===== src/rtl/irq_ctrl_v1.sv =====
// Interrupt controller: fixed-priority selection of pending, enabled sources,
// with a single outstanding request, CPU acknowledge and software end-of-interrupt.
// Pending, enable, control and status registers sit on a small SFR map.
// Build option: define IRQ_CTRL_EDGE_DET_EN to make sources rising-edge triggered.
// When it is not defined, sources are level sensitive.
//
// state   | meaning
// --------+-----------------------------------------------------------
// IDLE    | nothing outstanding, arbitrating pending & enabled sources
// REQ     | irq_req high, waiting for irq_ack; irq_id frozen
// SERVICE | CPU handling irq_id, waiting for STAT write (EOI)
module irq_ctrl_v1 #(
    parameter int                    DATA_WIDTH = 32,
    parameter int                    ADDR_WIDTH = 32,
    parameter logic [ADDR_WIDTH-1:0] BASE_ADDR  = 32'hFFFFF864,
    parameter int                    NUM_SRC    = 16,
    localparam int                   IW         = (NUM_SRC > 1) ? $clog2(NUM_SRC) : 1
) (
    input  logic                  sys_clk,
    input  logic                  sys_rst_n,
    input  logic [ADDR_WIDTH-1:0] sys_addr,
    input  logic                  sys_wr_en,
    input  logic [DATA_WIDTH-1:0] sys_sw_value,
    input  logic [NUM_SRC-1:0]    irq_src,
    input  logic                  irq_ack,
    output logic [DATA_WIDTH-1:0] sfr_rd_dout,
    output logic                  irq_req,
    output logic [IW-1:0]         irq_id
);

    typedef enum logic [1:0] {
        IDLE    = 2'd0,
        REQ     = 2'd1,
        SERVICE = 2'd2
    } state_t;

    localparam logic [ADDR_WIDTH-1:0] ADDR_CTRL = BASE_ADDR;
    localparam logic [ADDR_WIDTH-1:0] ADDR_IE   = BASE_ADDR + ADDR_WIDTH'(4);
    localparam logic [ADDR_WIDTH-1:0] ADDR_IF   = BASE_ADDR + ADDR_WIDTH'(8);
    localparam logic [ADDR_WIDTH-1:0] ADDR_STAT = BASE_ADDR + ADDR_WIDTH'(12);

    state_t               state_q, state_d;
    logic                 gie_q, gie_d;
    logic [NUM_SRC-1:0]   ie_q, ie_d;
    logic [NUM_SRC-1:0]   if_q, if_d;
    logic [IW-1:0]        id_q, id_d;

    logic                 sel_ctrl, sel_ie, sel_if, sel_stat;
    logic [NUM_SRC-1:0]   evt;
    logic [NUM_SRC-1:0]   pend;
    logic [NUM_SRC-1:0]   w1c_mask;
    logic [NUM_SRC-1:0]   ack_mask;
    logic [IW-1:0]        win_id;
    logic                 eoi;
    logic                 unused_wdata;

    assign sel_ctrl = (sys_addr == ADDR_CTRL);
    assign sel_ie   = (sys_addr == ADDR_IE);
    assign sel_if   = (sys_addr == ADDR_IF);
    assign sel_stat = (sys_addr == ADDR_STAT);

    assign eoi      = sys_wr_en && sel_stat;
    assign pend     = if_q & ie_q;
    assign w1c_mask = (sys_wr_en && sel_if) ? sys_sw_value[NUM_SRC-1:0] : '0;
    assign ack_mask = (state_q == REQ && irq_ack) ? (NUM_SRC'(1) << id_q) : '0;

    // Only the low bits of write data carry register content.
    assign unused_wdata = ^sys_sw_value;

`ifdef IRQ_CTRL_EDGE_DET_EN
    logic [NUM_SRC-1:0] src_prev_q;

    // Previous source sample for rising-edge detection.
    always_ff @(posedge sys_clk or negedge sys_rst_n) begin
        if (!sys_rst_n) src_prev_q <= '0;
        else            src_prev_q <= irq_src;
    end

    assign evt = irq_src & ~src_prev_q;
`else
    assign evt = irq_src;
`endif

    // Lowest pending & enabled index wins; scan high to low so bit 0 ends up on top.
    always_comb begin
        win_id = '0;
        for (int i = NUM_SRC - 1; i >= 0; i--) begin
            if (pend[i]) win_id = IW'(i);
        end
    end

    // Register-file next values; a new event overrides any clear in the same cycle.
    always_comb begin
        gie_d = gie_q;
        ie_d  = ie_q;
        if (sys_wr_en && sel_ctrl) gie_d = sys_sw_value[0];
        if (sys_wr_en && sel_ie)   ie_d  = sys_sw_value[NUM_SRC-1:0];
        if_d  = (if_q & ~w1c_mask & ~ack_mask) | evt;
    end

    // Request FSM next state; irq_id captured only when leaving IDLE.
    always_comb begin
        state_d = state_q;
        id_d    = id_q;
        case (state_q)
            IDLE: begin
                if (gie_q && |pend) begin
                    state_d = REQ;
                    id_d    = win_id;
                end
            end
            REQ: begin
                if (!gie_q || !pend[id_q]) state_d = IDLE;
                else if (irq_ack)          state_d = SERVICE;
            end
            SERVICE: begin
                if (eoi) state_d = IDLE;
            end
            default: state_d = IDLE;
        endcase
    end

    // All state registers.
    always_ff @(posedge sys_clk or negedge sys_rst_n) begin
        if (!sys_rst_n) begin
            state_q <= IDLE;
            gie_q   <= 1'b0;
            ie_q    <= '0;
            if_q    <= '0;
            id_q    <= '0;
        end else begin
            state_q <= state_d;
            gie_q   <= gie_d;
            ie_q    <= ie_d;
            if_q    <= if_d;
            id_q    <= id_d;
        end
    end

    assign irq_req = (state_q == REQ);
    assign irq_id  = id_q;

    // Combinational read mux; zero when no register matches so it can be OR-merged.
    always_comb begin
        sfr_rd_dout = '0;
        if (sel_ctrl) begin
            sfr_rd_dout[0] = gie_q;
        end else if (sel_ie) begin
            sfr_rd_dout[NUM_SRC-1:0] = ie_q;
        end else if (sel_if) begin
            sfr_rd_dout[NUM_SRC-1:0] = if_q;
        end else if (sel_stat) begin
            sfr_rd_dout[DATA_WIDTH-1] = (state_q == SERVICE);
            sfr_rd_dout[DATA_WIDTH-2] = (state_q == REQ);
            sfr_rd_dout[IW-1:0]       = id_q;
        end
    end

endmodule


===== config.mk =====
export PLATFORM = sky130hd
export DESIGN_NAME = irq_ctrl_v1
export DESIGN_NICKNAME = d
export VERILOG_FILES = /design/src/rtl/irq_ctrl_v1.sv
export SDC_FILE = /design/constraint.sdc
export NUM_CORES = 1
export LEC_CHECK = 0
export CAP_MARGIN = 20
export CORE_MARGIN = 1.5
export CORE_UTILIZATION = 30
export CTS_CLUSTER_SIZE = 20
export DETAILED_ROUTE_END_ITERATION = 6
export PLACE_DENSITY_LB_ADDON = 0.25
export SYNTH_ARGS = -nofsm -noshare
export SYNTH_HDL_FRONTEND = slang
export SYNTH_SLANG_ARGS = --single-unit

===== constraint.sdc =====
create_clock -name sys_clk -period 3 [get_ports sys_clk]
set_input_delay 0.45 -clock sys_clk [delete_from_list [all_inputs] [get_ports sys_clk]]
set_output_delay 0.45 -clock sys_clk [all_outputs]
set_load 0.01 [all_outputs]

Word level (Yosys, flattened, before mapping) --
Index checks and enable logic that the tools add are counted.
Word-level totals: bits in registers 39, input port bits 84, output and inout port bits 37
Operators by class: order comparisons 1, equal/unequal tests 9, shift operators 1, muxes and demuxes 35, bitwise logic cells 6, reduce and logical (&&, ||, !) cells 13
Operator list (count):
- $eq 32x32->1 const B | 4
- $mux 4 | 18
- $and 16x16->16 | 3
- $mux 16 | 3
- $not 16->16 | 2
- $mux 2 | 8
- $or 16x16->16 | 1
- $reduce_or 16->1 | 1
- $shl 1x4->16 const A | 1
- $mux 15 | 1
- $mux 12 | 1
- $logic_and 1x1->1 | 6
- $pmux 2 s3 | 1
- $lt 4x5->1 const B | 1
- $bmux 1 s4 | 1
- $ne 2x2->1 const B | 2
- $ne 3x2->1 const B | 1
- $reduce_and 3->1 | 1
- $eq 2x1->1 const B | 1
- $eq 2x2->1 const B | 1
- $logic_not 1->1 | 2
- $logic_not 2->1 | 1
- $mux 1 | 2
- $reduce_and 2->1 | 1
- $logic_or 1x1->1 | 1

Logic depth before layout (Yosys ltp) --
depth in word-level cells 17, mapped depth 7, mapped depth without buffers 5

Least setup slack after synthesis --
OpenSTA, ideal clock, no wires.
kind input -> output, from in sys_addr[9], to out sfr_rd_dout[10], arrival time 2046 ps, data required time 2550 ps, setup slack 504 ps, stages on the path 5, path buffers 1, path through or4b_4 > nor4_4 > nand3_1 > clkbuf_1 > nor2_1
On the way: word-level cells in the longest chain between the ends 4, elaborated cells on any way between the ends 6, classes of those cells eq/ne: 3; mux: 3
RTL lines:
- start: declaration | RTL line 21 | input logic [ADDR_WIDTH-1:0] sys_addr,
- $eq 32x32->1 | RTL line 59 | assign sel_if = (sys_addr == ADDR_IF);
- $mux 12 | RTL line 150 | end else if (sel_if) begin
- $mux 16 | RTL line 148 | end else if (sel_ie) begin
- $mux 15 * | RTL line 146 | if (sel_ctrl) begin
- end: declaration | RTL line 26 | output logic [DATA_WIDTH-1:0] sfr_rd_dout,
Every way passes the cells marked *; elsewhere a longest branch is shown, timed or not.

Final worst setup path --
from in sys_addr[5], to out sfr_rd_dout[3]
On the way: word-level cells in the longest chain between the ends 5, elaborated cells on any way between the ends 8, classes of those cells eq/ne: 4; mux: 4
RTL lines:
- $eq 32x32->1 | RTL line 60 | assign sel_stat = (sys_addr == ADDR_STAT);
- $mux 4 | RTL line 152 | end else if (sel_stat) begin
- $mux 4 | RTL line 150
- $mux 16 | RTL line 148
- $mux 15 * | RTL line 146
Marked as above.

==> Implementation_results.wiki <==
{| class="wikitable"
! Metric !! Value
|-
| Mean post-synth cell area || between 9 and 10 µm²
|-
| Antenna violations before repair || 0
|-
| Clock sink count || 39
|-
| Die X-Extent || 96.5 µm
|-
| ANT cells || 0
|-
| CTS H-tree lvls || 2
|-
| Top fanout value on the critical path || 5
|-
| Leakage || approximately 0.0016 µW
|-
| Remaining number of nets flagged by the antenna check after routing || 0
|-
| Via count of the first global-routing pass || between 2,000 and 3,000
|-
| Area share of xor/xnor cells in the synthesized design || 0%
|-
| Transition time of the tightest slew-check pin || about 880 ps
|-
| Post-synthesis async set-or-reset flop share || 100%
|-
| Cell at the root of the clock tree || sky130_fd_sc_hd__clkbuf_8
|-
| Worst setup skew after layout || ~8.3 ps
|-
| Critical path endpoint || sfr_rd_dout[3]
|-
| GP Congestion || between 0.9 and 1
|-
| Synthesis-to-layout area growth || 42.1%
|-
| Number of synthesized flops with an enable pin || 0
|-
| Detailed-route DRC error count || 0
|-
| Required arrival time at the worst endpoint || ~2600 ps
|-
| Time the final worst path needs with I/O delays and setup || between 2000 and 3000 ps
|-
| Commonest non-fill, non-tap cell in the layout || sky130_fd_sc_hd__clkdlybuf4s50_1
|-
| Via count || 2,525
|-
| IR drop worst, VDD || roughly 0.17 mV
|-
| Worst Reg-to-Reg Cells || 5
|-
| Fraction of final layout cells with drive strength greater than 1 || between 20% and 30%
|-
| Startpoint of the worst-slack reg-to-reg timing path || irq_id[1]$_DFFE_PN0P_
|-
| Aggregate global routing overflow || 0
|-
| Final-stage net count || ~470
|-
| CTS buffer count || 5
|-
| Global-route wire length before repair || ~13,000 µm
|-
| Class of the worst hold path || in2async
|-
| Commonest cells after routing, fill and taps aside || sky130_fd_sc_hd__clkdlybuf4s50_1 (69), sky130_fd_sc_hd__dfrtp_1 (39), sky130_fd_sc_hd__nand2_1 (35)
|-
| All-layer global routing usage || 18.5%
|-
| Effective utilization at floorplan || between 30% and 40%
|-
| Top-level I/O count || ~120
|-
| Number of design-rule violations left by the first detailed-router iteration || 193
|-
| Detailed placement HPWL || 6320 µm
|-
| Prevailing post-synth register cell || sky130_fd_sc_hd__dfrtp_1
|-
| Timing-limited maximum frequency || between 0.3 and 0.4 GHz
|-
| Relative slew slack || between 40% and 50%
|-
| Number of unique standard cell types used by synthesis || just under 50
|-
| Worst endpoint data arrival time || around 2400 ps
|-
| Chip Height || 96.5 µm
|-
| Number of warnings issued by yosys || 0
|-
| Total count of hold-check failures in the final report || 0
|-
| Max clock buf depth || 2
|-
| Number of synthesized register bits || 39
|-
| Final setup violation count || 0
|-
| Sequential element share of the synthesized area || a little under two fifths
|-
| Number of slew-limit violations in the final report || 0
|-
| Reg-to-reg endpoint || state_q[0]$_DFFE_PN0P_
|-
| Routed via count divided by cell count || just over 5
|-
| Critical path endpoint category || output pin
|-
| Cell count after synthesis || 283
|-
| Number of hold-repair buffers added at the cts stage || 0
|-
| DRT Wirelength || ~8000 µm
|-
| Crit path from || sys_addr[5]
|-
| Status || finished, final reports clean
|-
| Final-layout worst hold slack || around 260 ps
|-
| Row cnt || 33
|-
| Largest family of logic cells by synthesized area || simple AND/OR/NAND/NOR gates
|-
| CTS tree || built
|-
| Compound-Gate Fraction of Synth Area || between 10% and 20%
|-
| Later-pin clock latency in the skew report || roughly 290 ps
|-
| Clock-pin slew of the registers on the worst-case setup and hold paths || approximately 80 ps
|-
| Minimum setup slack among reg-to-reg paths || approximately 940 ps
|-
| Router iterations before antenna repair || 4
|-
| Fraction of the mapped netlist area in simple logic gates || a little under a quarter
|-
| Wire per inst || 16.4 µm
|-
| Kind of start point of the critical path || input pin
|-
| Maximum number of pins on one net before global-route repair || 40
|-
| Smallest setup slack after layout || 124 ps
|-
| Port Buffer Count || 90
|-
| Post-synthesis cell area || 0.00262 mm²
|-
| Max Cap Violations || 0
|-
| Pre-CTS setup slack || -365 ps
|-
| Total power divided by cell area || roughly 300 mW/mm²
|-
| Post-synthesis share of cell area spent on full adders, half adders and majority gates || 0%
|-
| Final worst path period share || 95.9%
|-
| Core area || 0.00834 mm²
|-
| Full die area || 0.00931 mm²
|-
| Mux share of post-synthesis cell area || roughly 15%
|-
| Category of the critical setup timing path || in2out
|}
==> how the worst min path moves through the flow <==
stage / from / endpoint / slack, ps / cells past startpoint
finish: sys_rst_n / ie_q[5]$_DFFE_PN0P_ / 260 / 1
CTS: sys_rst_n / ie_q[5]$_DFFE_PN0P_ / 300 / 1
global placement: gie_q$_DFFE_PN0P_ / gie_q$_DFFE_PN0P_ / 530 / 1
detailed placement: gie_q$_DFFE_PN0P_ / gie_q$_DFFE_PN0P_ / 530 / 1
global route: sys_rst_n / ie_q[5]$_DFFE_PN0P_ / 320 / 1
floorplan: sys_rst_n / gie_q$_DFFE_PN0P_ / 150 / 0
==> worst max-delay path, cell delays in order <==
cell and delay [ps]:
sky130_fd_sc_hd__clkdlybuf4s50_1 450, sky130_fd_sc_hd__or4b_4 460, sky130_fd_sc_hd__nor4_4 310, sky130_fd_sc_hd__buf_4 170, sky130_fd_sc_hd__nand3_4 100, sky130_fd_sc_hd__o22ai_2 170, sky130_fd_sc_hd__o31a_1 170, sky130_fd_sc_hd__clkbuf_2 140
==> what timing repair did <==
action,in CTS,in global routing
setup endpoints to repair,18,10
pin swaps,1,4
buffers inserted,1,0
resized for setup,19,39
==> report_power, final <==
part	total, µW	internal, µW	switching (µW)	leakage [µW]
registers	525	525	0.00000246	0.000461
logic	141	89.1	52.0	0.00103
clock network	456	269	187	0.0000612
total	1120	883	239	0.00156
==> through the flow <==
stage	area (µm²)	util (%)	std cells	TNS (ps)	power, µW
after floorplan	2670	-	296	0	581
after global placement	3640	43.6	479	-4520	677
after detailed placement	3640	43.6	479	-5020	678
after CTS	3750	44.9	488	0	1130
after global routing	3730	44.7	488	-1.57	1170
final	3730	44.7	488	0	1120
==> cell families after synthesis <==
kind of cell,count (synthesis)
AND/OR/NAND/NOR,115
AO/OA/AOI/OAI,63
flip-flops,39
buffers and inverters,33
multiplexers,32
other,1
==> sequential cells by signal (all words and copies together), names as in the netlist <==
register and flops:
state_q 2, if_q 16, gie_q 1, ie_q 16, irq_id 4
==> metal layers <==
| layer | vias to the layer above | track usage [%] | share of wire, % |
|---|---|---|---|
| met5 | - | 0 | 0 |
| met4 | 0 | 4.59 | 1.3 |
| met3 | 10 | 3.44 | 5.9 |
| met2 | 81 | 30.8 | 47 |
| met1 | 1208 | 24.6 | 46 |
| li1 | 1226 | - | - |
==> cell usage after synthesis, types with 3 or more instances <==
cell | number | area share (%)
sky130_fd_sc_hd__nor2_1 | 19 | 2.7
sky130_fd_sc_hd__or2_2 | 3 | 0.72
sky130_fd_sc_hd__nor3_1 | 4 | 0.76
sky130_fd_sc_hd__dfrtp_1 | 39 | 37
sky130_fd_sc_hd__o21bai_1 | 3 | 0.86
sky130_fd_sc_hd__nand3b_1 | 3 | 0.86
sky130_fd_sc_hd__nand3_1 | 22 | 4.2
sky130_fd_sc_hd__and3_1 | 3 | 0.72
sky130_fd_sc_hd__o22ai_1 | 3 | 0.72
sky130_fd_sc_hd__mux2_2 | 8 | 3.4
sky130_fd_sc_hd__or3_1 | 3 | 0.72
sky130_fd_sc_hd__a22oi_1 | 8 | 2.3
sky130_fd_sc_hd__o211ai_1 | 3 | 0.86
sky130_fd_sc_hd__clkbuf_1 | 6 | 0.86
sky130_fd_sc_hd__mux2_4 | 10 | 5.7
sky130_fd_sc_hd__nand4_1 | 8 | 1.9
sky130_fd_sc_hd__nand2_1 | 35 | 5.0
sky130_fd_sc_hd__a31oi_1 | 4 | 0.95
sky130_fd_sc_hd__mux2i_1 | 12 | 4.6
sky130_fd_sc_hd__a31o_2 | 11 | 3.7
sky130_fd_sc_hd__o21ai_0 | 11 | 2.1
sky130_fd_sc_hd__buf_4 | 16 | 4.6
sky130_fd_sc_hd__nor2b_1 | 5 | 1.2
sky130_fd_sc_hd__a21oi_1 | 5 | 0.95
sky130_fd_sc_hd__inv_1 | 6 | 0.86
sky130_fd_sc_hd__o31a_1 | 3 | 1.0
==> area by class of cell <==
| type | instances | area [µm²] |
|---|---|---|
| Clock buffer | 6 | 82.6 |
| Sequential cell | 39 | 976 |
| Multi-Input combinational cell | 224 | 1530 |
| Fill cell | 853 | 4610 |
| Timing Repair Buffer | 106 | 946 |
| Clock inverter | 2 | 35.0 |
| Tap cell | 105 | 131 |
| Inverter | 6 | 22.5 |
Note: power is estimated with default switching activity, not from simulation.
